<file path="src/rtl/seven_seg_scan_ctrl.sv">
// Time-multiplexed scan controller for an N-digit common-anode 7-segment display.
// Holds one display code per digit, adds anti-ghost blanking, leading-zero blanking and a frame pulse.
module seven_seg_scan_ctrl #(
    parameter int unsigned NDIGITS      = 8,
    parameter int unsigned TICK_DIV     = 100000,
    parameter int unsigned GHOST_CYCLES = 1000,
    localparam int unsigned AW          = $clog2(NDIGITS)
) (
    input  logic               clk,
    input  logic               rst,
    input  logic               enable,
    input  logic               lzb_en,
    input  logic               wr_en,
    input  logic [AW-1:0]      wr_addr,
    input  logic [6:0]         wr_data,
    output logic [6:0]         seg_data,
    output logic [NDIGITS-1:0] an_n,
    output logic [AW-1:0]      digit_idx,
    output logic               frame_done
);

    localparam int unsigned CW       = (TICK_DIV > 1) ? $clog2(TICK_DIV) : 1;
    localparam logic [6:0]  CODE_OFF = 7'h40;

    typedef enum logic [1:0] {
        IDLE  = 2'd0,
        BLANK = 2'd1,
        SHOW  = 2'd2
    } state_t;

    state_t        state;
    logic [CW-1:0] div_cnt;
    logic [6:0]    regfile [NDIGITS];
    logic [AW-1:0] idx_nxt;
    logic          cnt_last;
    logic          ghost_done;
    logic          wr_ok;

    always_comb begin
        idx_nxt    = (digit_idx == AW'(NDIGITS - 1)) ? '0 : digit_idx + AW'(1);
        cnt_last   = (div_cnt == CW'(TICK_DIV - 1));
        ghost_done = ((32'(div_cnt) + 32'd1) >= GHOST_CYCLES);
        wr_ok      = wr_en && (32'(wr_addr) < NDIGITS);
    end

    // Display code for digit i; blanked when it and every more-significant digit hold 7'h00.
    function automatic logic [6:0] eff_code(input logic [AW-1:0] i);
        logic upper_zero;
        upper_zero = 1'b1;
        for (int j = 0; j < int'(NDIGITS); j++) begin
            if ((j >= int'(i)) && (regfile[j] != 7'h00)) upper_zero = 1'b0;
        end
        if (lzb_en && (i != '0) && upper_zero) return CODE_OFF;
        return regfile[i];
    endfunction

    function automatic logic [NDIGITS-1:0] digit_on(input logic [AW-1:0] i);
        return ~(NDIGITS'(1) << i);
    endfunction

    // Digit register file; a write never alters the code already latched for the current slot.
    always_ff @(posedge clk) begin
        if (rst) begin
            for (int k = 0; k < int'(NDIGITS); k++) regfile[k] <= CODE_OFF;
        end else if (wr_ok) begin
            regfile[wr_addr] <= wr_data;
        end
    end

    // Scan FSM: each slot is GHOST_CYCLES dark cycles followed by the lit phase.
    always_ff @(posedge clk) begin
        if (rst || !enable) begin
            state      <= IDLE;
            div_cnt    <= '0;
            digit_idx  <= '0;
            seg_data   <= CODE_OFF;
            an_n       <= '1;
            frame_done <= 1'b0;
        end else begin
            case (state)
                IDLE: begin
                    div_cnt    <= '0;
                    digit_idx  <= '0;
                    seg_data   <= eff_code('0);
                    frame_done <= 1'b0;
                    if (GHOST_CYCLES == 0) begin
                        state <= SHOW;
                        an_n  <= digit_on('0);
                    end else begin
                        state <= BLANK;
                        an_n  <= '1;
                    end
                end
                BLANK, SHOW: begin
                    if (cnt_last) begin
                        div_cnt    <= '0;
                        digit_idx  <= idx_nxt;
                        seg_data   <= eff_code(idx_nxt);
                        frame_done <= 1'b0;
                        if (GHOST_CYCLES == 0) begin
                            state <= SHOW;
                            an_n  <= digit_on(idx_nxt);
                        end else begin
                            state <= BLANK;
                            an_n  <= '1;
                        end
                    end else begin
                        div_cnt    <= div_cnt + CW'(1);
                        frame_done <= (digit_idx == AW'(NDIGITS - 1)) &&
                                      (div_cnt == CW'(TICK_DIV - 2));
                        if (ghost_done) begin
                            state <= SHOW;
                            an_n  <= digit_on(digit_idx);
                        end else begin
                            state <= BLANK;
                            an_n  <= '1;
                        end
                    end
                end
                default: begin
                    state      <= IDLE;
                    div_cnt    <= '0;
                    digit_idx  <= '0;
                    seg_data   <= CODE_OFF;
                    an_n       <= '1;
                    frame_done <= 1'b0;
                end
            endcase
        end
    end

endmodule

</file>
<file path="config.mk">
export PLATFORM = sky130hd
export DESIGN_NAME = seven_seg_scan_ctrl
export DESIGN_NICKNAME = d
export VERILOG_FILES = /design/src/rtl/seven_seg_scan_ctrl.sv
export SDC_FILE = /design/constraint.sdc
export NUM_CORES = 1
export LEC_CHECK = 0
export ABC_AREA = 1
export ABC_CLOCK_PERIOD_IN_PS = 2500
export CELL_PAD_IN_SITES_DETAIL_PLACEMENT = 0
export CELL_PAD_IN_SITES_GLOBAL_PLACEMENT = 2
export CORE_MARGIN = 2
export CORE_UTILIZATION = 35
export CTS_CLUSTER_SIZE = 12
export DETAILED_ROUTE_END_ITERATION = 16
export GPL_ROUTABILITY_DRIVEN = 0
export PLACE_DENSITY = 0.84
export SYNTH_ARGS = -nofsm -noshare
export SYNTH_HDL_FRONTEND = slang
export SYNTH_SLANG_ARGS = --single-unit
export TNS_END_PERCENT = 100
</file>
<file path="constraint.sdc">
create_clock -name clk -period 2.5 [get_ports clk]
set_clock_uncertainty 0.15 [all_clocks]
set_input_delay 0.5 -clock clk [delete_from_list [all_inputs] [get_ports clk]]
set_output_delay 0.5 -clock clk [all_outputs]
set_load 0.05 [all_outputs]
</file>
==> impl_results.md, run 1 <==
- Status: finished, final reports clean
- Die Wd: 118 um
- Post-CTS setup buffers: 0
- Post-route DRC: 0
- Tightest Pin Transition: 0.578 ns
- Crit path cell chain: ha_1 > ha_1 > nor2_1 > buf_4 > nor2_1 > o21ai_0 > nand2_1 > nand2_1 > nand3_1 > nand2_1 > nand3_1 > a21oi_1
- Tot Pwr: 3.53 mW
- Area Overhead vs Synth: 21.4%
- Final period utilization: 91.6%
- CTS H-tree depth: 3
- Overflow after GRT: 0
- Final hold violation count: 0
- Synth top cells by count: nor2_1, nand2_1, inv_1
- Port bufs: 33
- Floorplan row count: 41
- Clock sinks: 94
- Worst hold margin: 0.301 ns
- Max stage delay on crit path: 0.35 ns
- PwrDens: 633 nW/um2
- Clk pin slew, worst setup/hold paths: 0.06 ns
- Final min period: 2.29 ns
- CP top delay family: simple AND/OR/NAND/NOR gates
- DR vias: 3777
- Synth area leaders: edfxtp_1, dfxtp_1, nor2_1
- Ys Warns: 0
- Top FF cell, synth: edfxtp_1
- Post-Syn Instances: 561
- Crit path capture type: flip-flop
- Setup TNS: 0 ns
- Setup crit start kind: flip-flop
- Pins over their slew limit: 0
- CTS tree: done
- Drt pass-1 iters: 4
- Leak pwr: 2.14 nW
- Most frequent cell on the critical path: nand2_1
- Storage cell area: 2440 um2
- HPWL after DPL: 9730 um
- Share of cells above drive strength 1: 9.61%
- RSZ-0062 raised after global routing: yes
- Sw Ratio: 21.9%
- Worst path bufs/invs: 1
- Final net count: 634
- Worst vdd ir: 0.420 mV
- Vias in the first global route: 3838
- Core ar.: 12700 um2
- Combinational power share: 5.7%
- Post-synth top area cell: edfxtp_1
- Critical-path top delay cell: dfxtp_1
- Largest net degree at the start of global routing: 20
- Sequential share of power: 49.6%
- Asr flop ratio synth: 0%
- First-pass GRT wire length: 20500 um
- Overall Global Routing Usage: 19.1%
- CTS Buffer Depth: 2
- Wire per inst: 15.8 um
- Ant diodes: 0
- FMAX: 437 MHz
- Cell variety after synth: 33
- Worst EP arrival: 2.42 ns
- Routed Antenna Nets: 0
- Setup CP Type: flip-flop to flip-flop
- Required time worst endpoint: 2.63 ns
- Initial Util: 36.0%
- Vias per inst: 4.81
- 1st-iter DRT viols: 366
- Final worst slack: 0.211 ns
- Post-synth EDFFs: 56
- # fillers: 1341
- Clk network pwr share: 44.7%
- DIE AREA: 14000 um2
- Mapped Avg Cell Area: 8.17 um2
- Worst Hold Class: flip-flop to flip-flop
- Top cell type's share of synthesized area: 36.7%
- Synthesized area: 4590 um2
- Max Cap Viol: 0
- CTS buffer count: 9
- Final setup vio count: 0
- #FFs+latches synth: 94
- Worst-Skew Late Latency: 0.35 ns
- Final Util: 43.8%
- Switching power: 0.772 mW
- Clock root buffer: clkbuf_16
- Multi-input logic area: 1880 um2
- Chip height: 118 um
- Internal: 2.75 mW
- Worst-path fanout max: 19
- Register area share after synthesis: 53.3%
- Post-Route WL: 12400 um
- Count leader, synth: nor2_1
- Setup WS pre-CTS: 0.0194 ns
- Syn nets: 586
- Relative slew margins: 61.1%
- Initial antenna violation count: 0
- Hold Buf Count CTS: 0
- # IOs: 34
[cell type report]
| cell class | instances | area share (%) |
|---|---|---|
| clock buffers | 9 | 4.04 |
| inverters | 67 | 4.52 |
| well taps | 172 | 3.86 |
| flip-flops and latches | 94 | 43.9 |
| repair buffers | 47 | 7.82 |
| multi-input cells | 390 | 33.7 |
| clock inverters | 7 | 2.16 |
[flip-flops by register name, indices dropped and copies added (netlist names)]
register    flops
regfile        56
frame_done      1
an_n            8
seg_data        7
div_cnt        17
state           2
digit_idx       3
[metrics by stage]
stage / area, um2 / cells
after global placement: 5190 / 770
after global routing: 5570 / 786
after CTS: 5540 / 786
after floorplan: 4590 / 561
final: 5570 / 786
after detailed placement: 5190 / 770
[final timing paths]
| kind | from | endpoint | slack, ns | cells past startpoint |
|---|---|---|---|---|
| setup / recovery | digit_idx[0]$_SDFFE_PP0P_ | seg_data[2]$_SDFFE_PP0P_ | 0.21 | 12 |
| hold / removal | digit_idx[2]$_SDFFE_PP0P_ | an_n[4]$_SDFF_PP1_ | 0.30 | 1 |
| setup reg to reg | digit_idx[0]$_SDFFE_PP0P_ | seg_data[2]$_SDFFE_PP0P_ | 0.21 | 12 |
| hold reg to reg | digit_idx[2]$_SDFFE_PP0P_ | an_n[4]$_SDFF_PP1_ | 0.30 | 1 |
[what timing repair did]
item | in CTS | in global routing
pin swaps | 0 | 1
endpoints found under the setup margin | 1 | 6
cloned | 0 | 0
gates resized for setup | 1 | 9
[metal layers]
layer	up-vias	track usage [%]	part of all wire (%)
met5	-	0	0
met4	0	5.95	1.9
met3	18	4.92	4.7
met2	80	32.8	48
met1	1756	23.5	45
li1	1923	-	-
[cells by family after synthesis]
logic type,Yosys count,share of synthesized area (%)
flip-flops,94,53.3
adder cells (fa/ha/maj),10,2.73
AND/OR/NAND/NOR,320,29.7
AO/OA/AOI/OAI,54,6.63
buffers and inverters,77,6.52
XOR/XNOR,6,1.15
[cells in the final DEF (no fill, tap or decap)]
master and instances:
clkbuf_16 9, buf_4 14, clkdlybuf4s50_1 33, o32ai_1 1
nor3b_1 1, edfxtp_1 56, nand3_1 25, xor2_1 6
a211oi_1 5, nand2_1 115, nor2_1 126, o31ai_1 1
inv_2 3, inv_1 63, a21o_1 1, nor2_2 9
nand2_2 7, dfxtp_1 37, a21oi_1 10, nor4_1 7
clkinv_1 1, o22ai_1 1, dfxtp_2 1, o32ai_2 1
nand4_1 6, o21ai_0 32, nor2_4 3, clkinvlp_4 1
bufinv_16 3, nor3_1 15, nand3b_1 2, nand3_2 2
a41oi_1 1, a21oi_2 1, clkinv_2 1, inv_6 2
ha_1 10, or2_2 1, nand2_8 1
[power by group through the flow]
stage / clock network (mW) / registers (mW) / logic (mW)
floorplan: 0 / 1.78 / 0.0995
global placement: 0 / 1.78 / 0.197
detailed placement: 0 / 1.78 / 0.199
CTS: 1.61 / 1.75 / 0.200
global route: 1.68 / 1.76 / 0.221
finish: 1.58 / 1.75 / 0.199
[worst reg2reg max path: stages, from the launching register on]
cell and delay [ns]:
dfxtp_1 0.35, ha_1 0.23, ha_1 0.22, nor2_1 0.17, buf_4 0.26, nor2_1 0.08
o21ai_0 0.27, nand2_1 0.10, nand2_1 0.08, nand3_1 0.07, nand2_1 0.07, nand3_1 0.06
a21oi_1 0.12
No activity file was read; power rests on OpenSTA's default activity.
==> run 2, diff against run 1 <==
Settings changed: CORE_UTILIZATION 35 to 38, DONT_BUFFER_PORTS set to 1.
==> impl_results.md, run 2 (synthesized netlist as in run 1, its figures left out) <==
- Placed cells: 712 (-7.5%)
- Worst-path fanout max: 10 (-9)
- Worst-Skew Late Latency: 0.35 ns (about the same)
- Max stage delay on crit path: 0.40 ns (+0.05 ns)
- Crit path capture type: flip-flop
- Setup CP Type: flip-flop to flip-flop
- Ant diodes: 0 (unchanged)
- Required time worst endpoint: 2.65 ns (+0.02 ns)
- Setup crit start kind: flip-flop
- Hold Buf Count CTS: 0 (unchanged)
- Most frequent cell on the critical path: nand2_1
- Vias per inst: 5.06 (+5.4%)
- Final net count: 602 (-5.0%)
- Max FFs per register: 56 (unchanged)
- Final Util: 43.4% (-0.41 points)
- Top reg by flops: regfile
- Worst EP arrival: 2.48 ns (+0.06 ns)
- Crit path cell chain: ha_1 > ha_2 > clkinv_1 > nand2_2 > nor2_1 > nor4_1 > o21ai_0 > nand2_1 > nand2_1 > nand2_1
- Final Instance Count excl. Fillers: 729 (-7.3%)
- Routed Antenna Nets: 0 (unchanged)
- Relative slew margins: 60.5% (-0.61 points)
- Largest net degree at the start of global routing: 20 (unchanged)
- CTS H-tree depth: 3 (unchanged)
- # IOs: 34 (unchanged)
- DIE AREA: 13000 um2 (-7.6%)
- Setup TNS: 0 ns (unchanged)
- Pins over their slew limit: 0 (unchanged)
- Final setup vio count: 0 (unchanged)
- Final worst slack: 0.164 ns (-0.0468 ns)
- 1st-iter DRT viols: 230 (-37%)
- Overall Global Routing Usage: 19.5% (+0.42 points)
- Initial antenna violation count: 0 (unchanged)
- Drt pass-1 iters: 5 (+1)
- CTS buffer count: 9 (unchanged)
- Chip height: 114 um (-3.9%)
- First-pass GRT wire length: 18900 um (-7.6%)
- Initial Util: 38.5% (+2.5 points)
- Leak pwr: 1.99 nW (-6.7%)
- Setup WS pre-CTS: 0.109 ns (+0.0896 ns)
- Wire per inst: 16.2 um (+2.8%)
- CTS tree: done
- Fin area: 5160 um2 (-7.3%)
- Clock sinks: 94 (unchanged)
- DR vias: 3691 (-2.3%)
- Final min period: 2.34 ns (+0.0468 ns)
- Die Wd: 114 um (-3.9%)
- Clock root buffer: clkbuf_16
- Post-route DRC: 0 (unchanged)
- Core ar.: 11900 um2 (-6.4%)
- Vias in the first global route: 3597 (-6.3%)
- Worst vdd ir: 0.347 mV (-17%)
- Critical-path top delay cell: ha_2
- Tightest Pin Transition: 0.592 ns (+0.0136 ns)
- RSZ-0062 raised after global routing: no
- Largest regs: regfile: 56 flops, div_cnt: 17 flops, an_n: 8 flops
- Final period utilization: 93.4% (+1.9 points)
- Commonest non-fill, non-tap cell in the layout: nor2_1
- Share of cells above drive strength 1: 9.62% (+0.013 points)
- Placed cell areas: 4830 um2 (-7.0%)
- Post-Route WL: 11800 um (-4.6%)
- PwrDens: 656 nW/um2 (+3.6%)
- Max Cap Viol: 0 (unchanged)
- Most frequent cells in the layout: nor2_1, nand2_1, inv_1
- FMAX: 428 MHz (-2.0%)
- Final hold violation count: 0 (unchanged)
- Port bufs: 0 (-100%)
- Clk pin slew, worst setup/hold paths: 0.07 ns (about the same)
- CTS Buffer Depth: 2 (unchanged)
- # fillers: 1234 (-8.0%)
- Area Overhead vs Synth: 12.6%
- Floorplan row count: 40 (-2.4%)
- Overflow after GRT: 0 (unchanged)
- HPWL after DPL: 9140 um (-6.1%)
- Worst Hold Class: input pin to flip-flop
- Status: finished, final reports clean
run 2: repair_timing:
action	CTS	global route
endpoints found under the setup margin	0	5
resized for setup	0	4
hold endpoints to repair	0	0
setup buffers	0	1
run 2: layer usage:
metal,GRT usage (%),wire length (um)
met5,0,0
met3,4.57,611
met1,25.3,5330
met2,31.9,5650
met4,7.07,246
run 2: through the flow:
stage | power, mW | hold slack (ns)
3_3_place_gp | 1.95 | 0.363
4_1_cts | 3.43 | 0.262
5_1_grt | 3.51 | 0.280
6_report | 3.39 | 0.272
2_1_floorplan | 1.88 | 0.301
3_5_place_dp | 1.95 | 0.370
run 2: final cells by class:
class / count / area [um2] / share of cell area [%]
sequential: 94 / 2440 / 47.3
multi-input combinational: 390 / 1850 / 35.9
clock inverter: 7 / 96.3 / 1.87
tap: 147 / 184 / 3.56
inverter: 67 / 251 / 4.87
timing repair buffer: 15 / 113 / 2.18
clock buffer: 9 / 225 / 4.36
run 2: path summary, 6_finish.rpt:
| kind | from | to | slack (ns) | depth (start not counted) |
|---|---|---|---|---|
| setup / recovery | digit_idx[0]$_SDFFE_PP0P_ | seg_data[5]$_SDFFE_PP0P_ | 0.16 | 10 |
| hold / removal | enable | seg_data[2]$_SDFFE_PP0P_ | 0.27 | 2 |
| setup reg to reg | digit_idx[0]$_SDFFE_PP0P_ | seg_data[5]$_SDFFE_PP0P_ | 0.16 | 10 |
| hold reg to reg | div_cnt[16]$_SDFF_PP0_ | div_cnt[16]$_SDFF_PP0_ | 0.38 | 2 |
run 2: report_power, final:
part           total (mW)  leakage, nW  switching, mW  internal [mW]
Sequential           1.77        0.848         0.0640           1.71
Combinational       0.143         1.00          0.106         0.0369
Clock                1.48        0.144          0.599          0.877
Total                3.39         1.99          0.769           2.62
run 2: critical path: cells and delay by family, from the launching register on:
kind	cells	cell delay, ns
DFF	1	0.34
AOI/OAI and AO/OA	1	0.15
buffers and inverters	1	0.16
adders and majority gates	2	0.63
and+or+nand+nor	6	0.87
==> run 3, diff against run 2 <==
Settings changed: HOLD_SLACK_MARGIN set to 0.08.
==> results of run 3 <==
Final layout, timing and power as in run 2 (identical DEF).
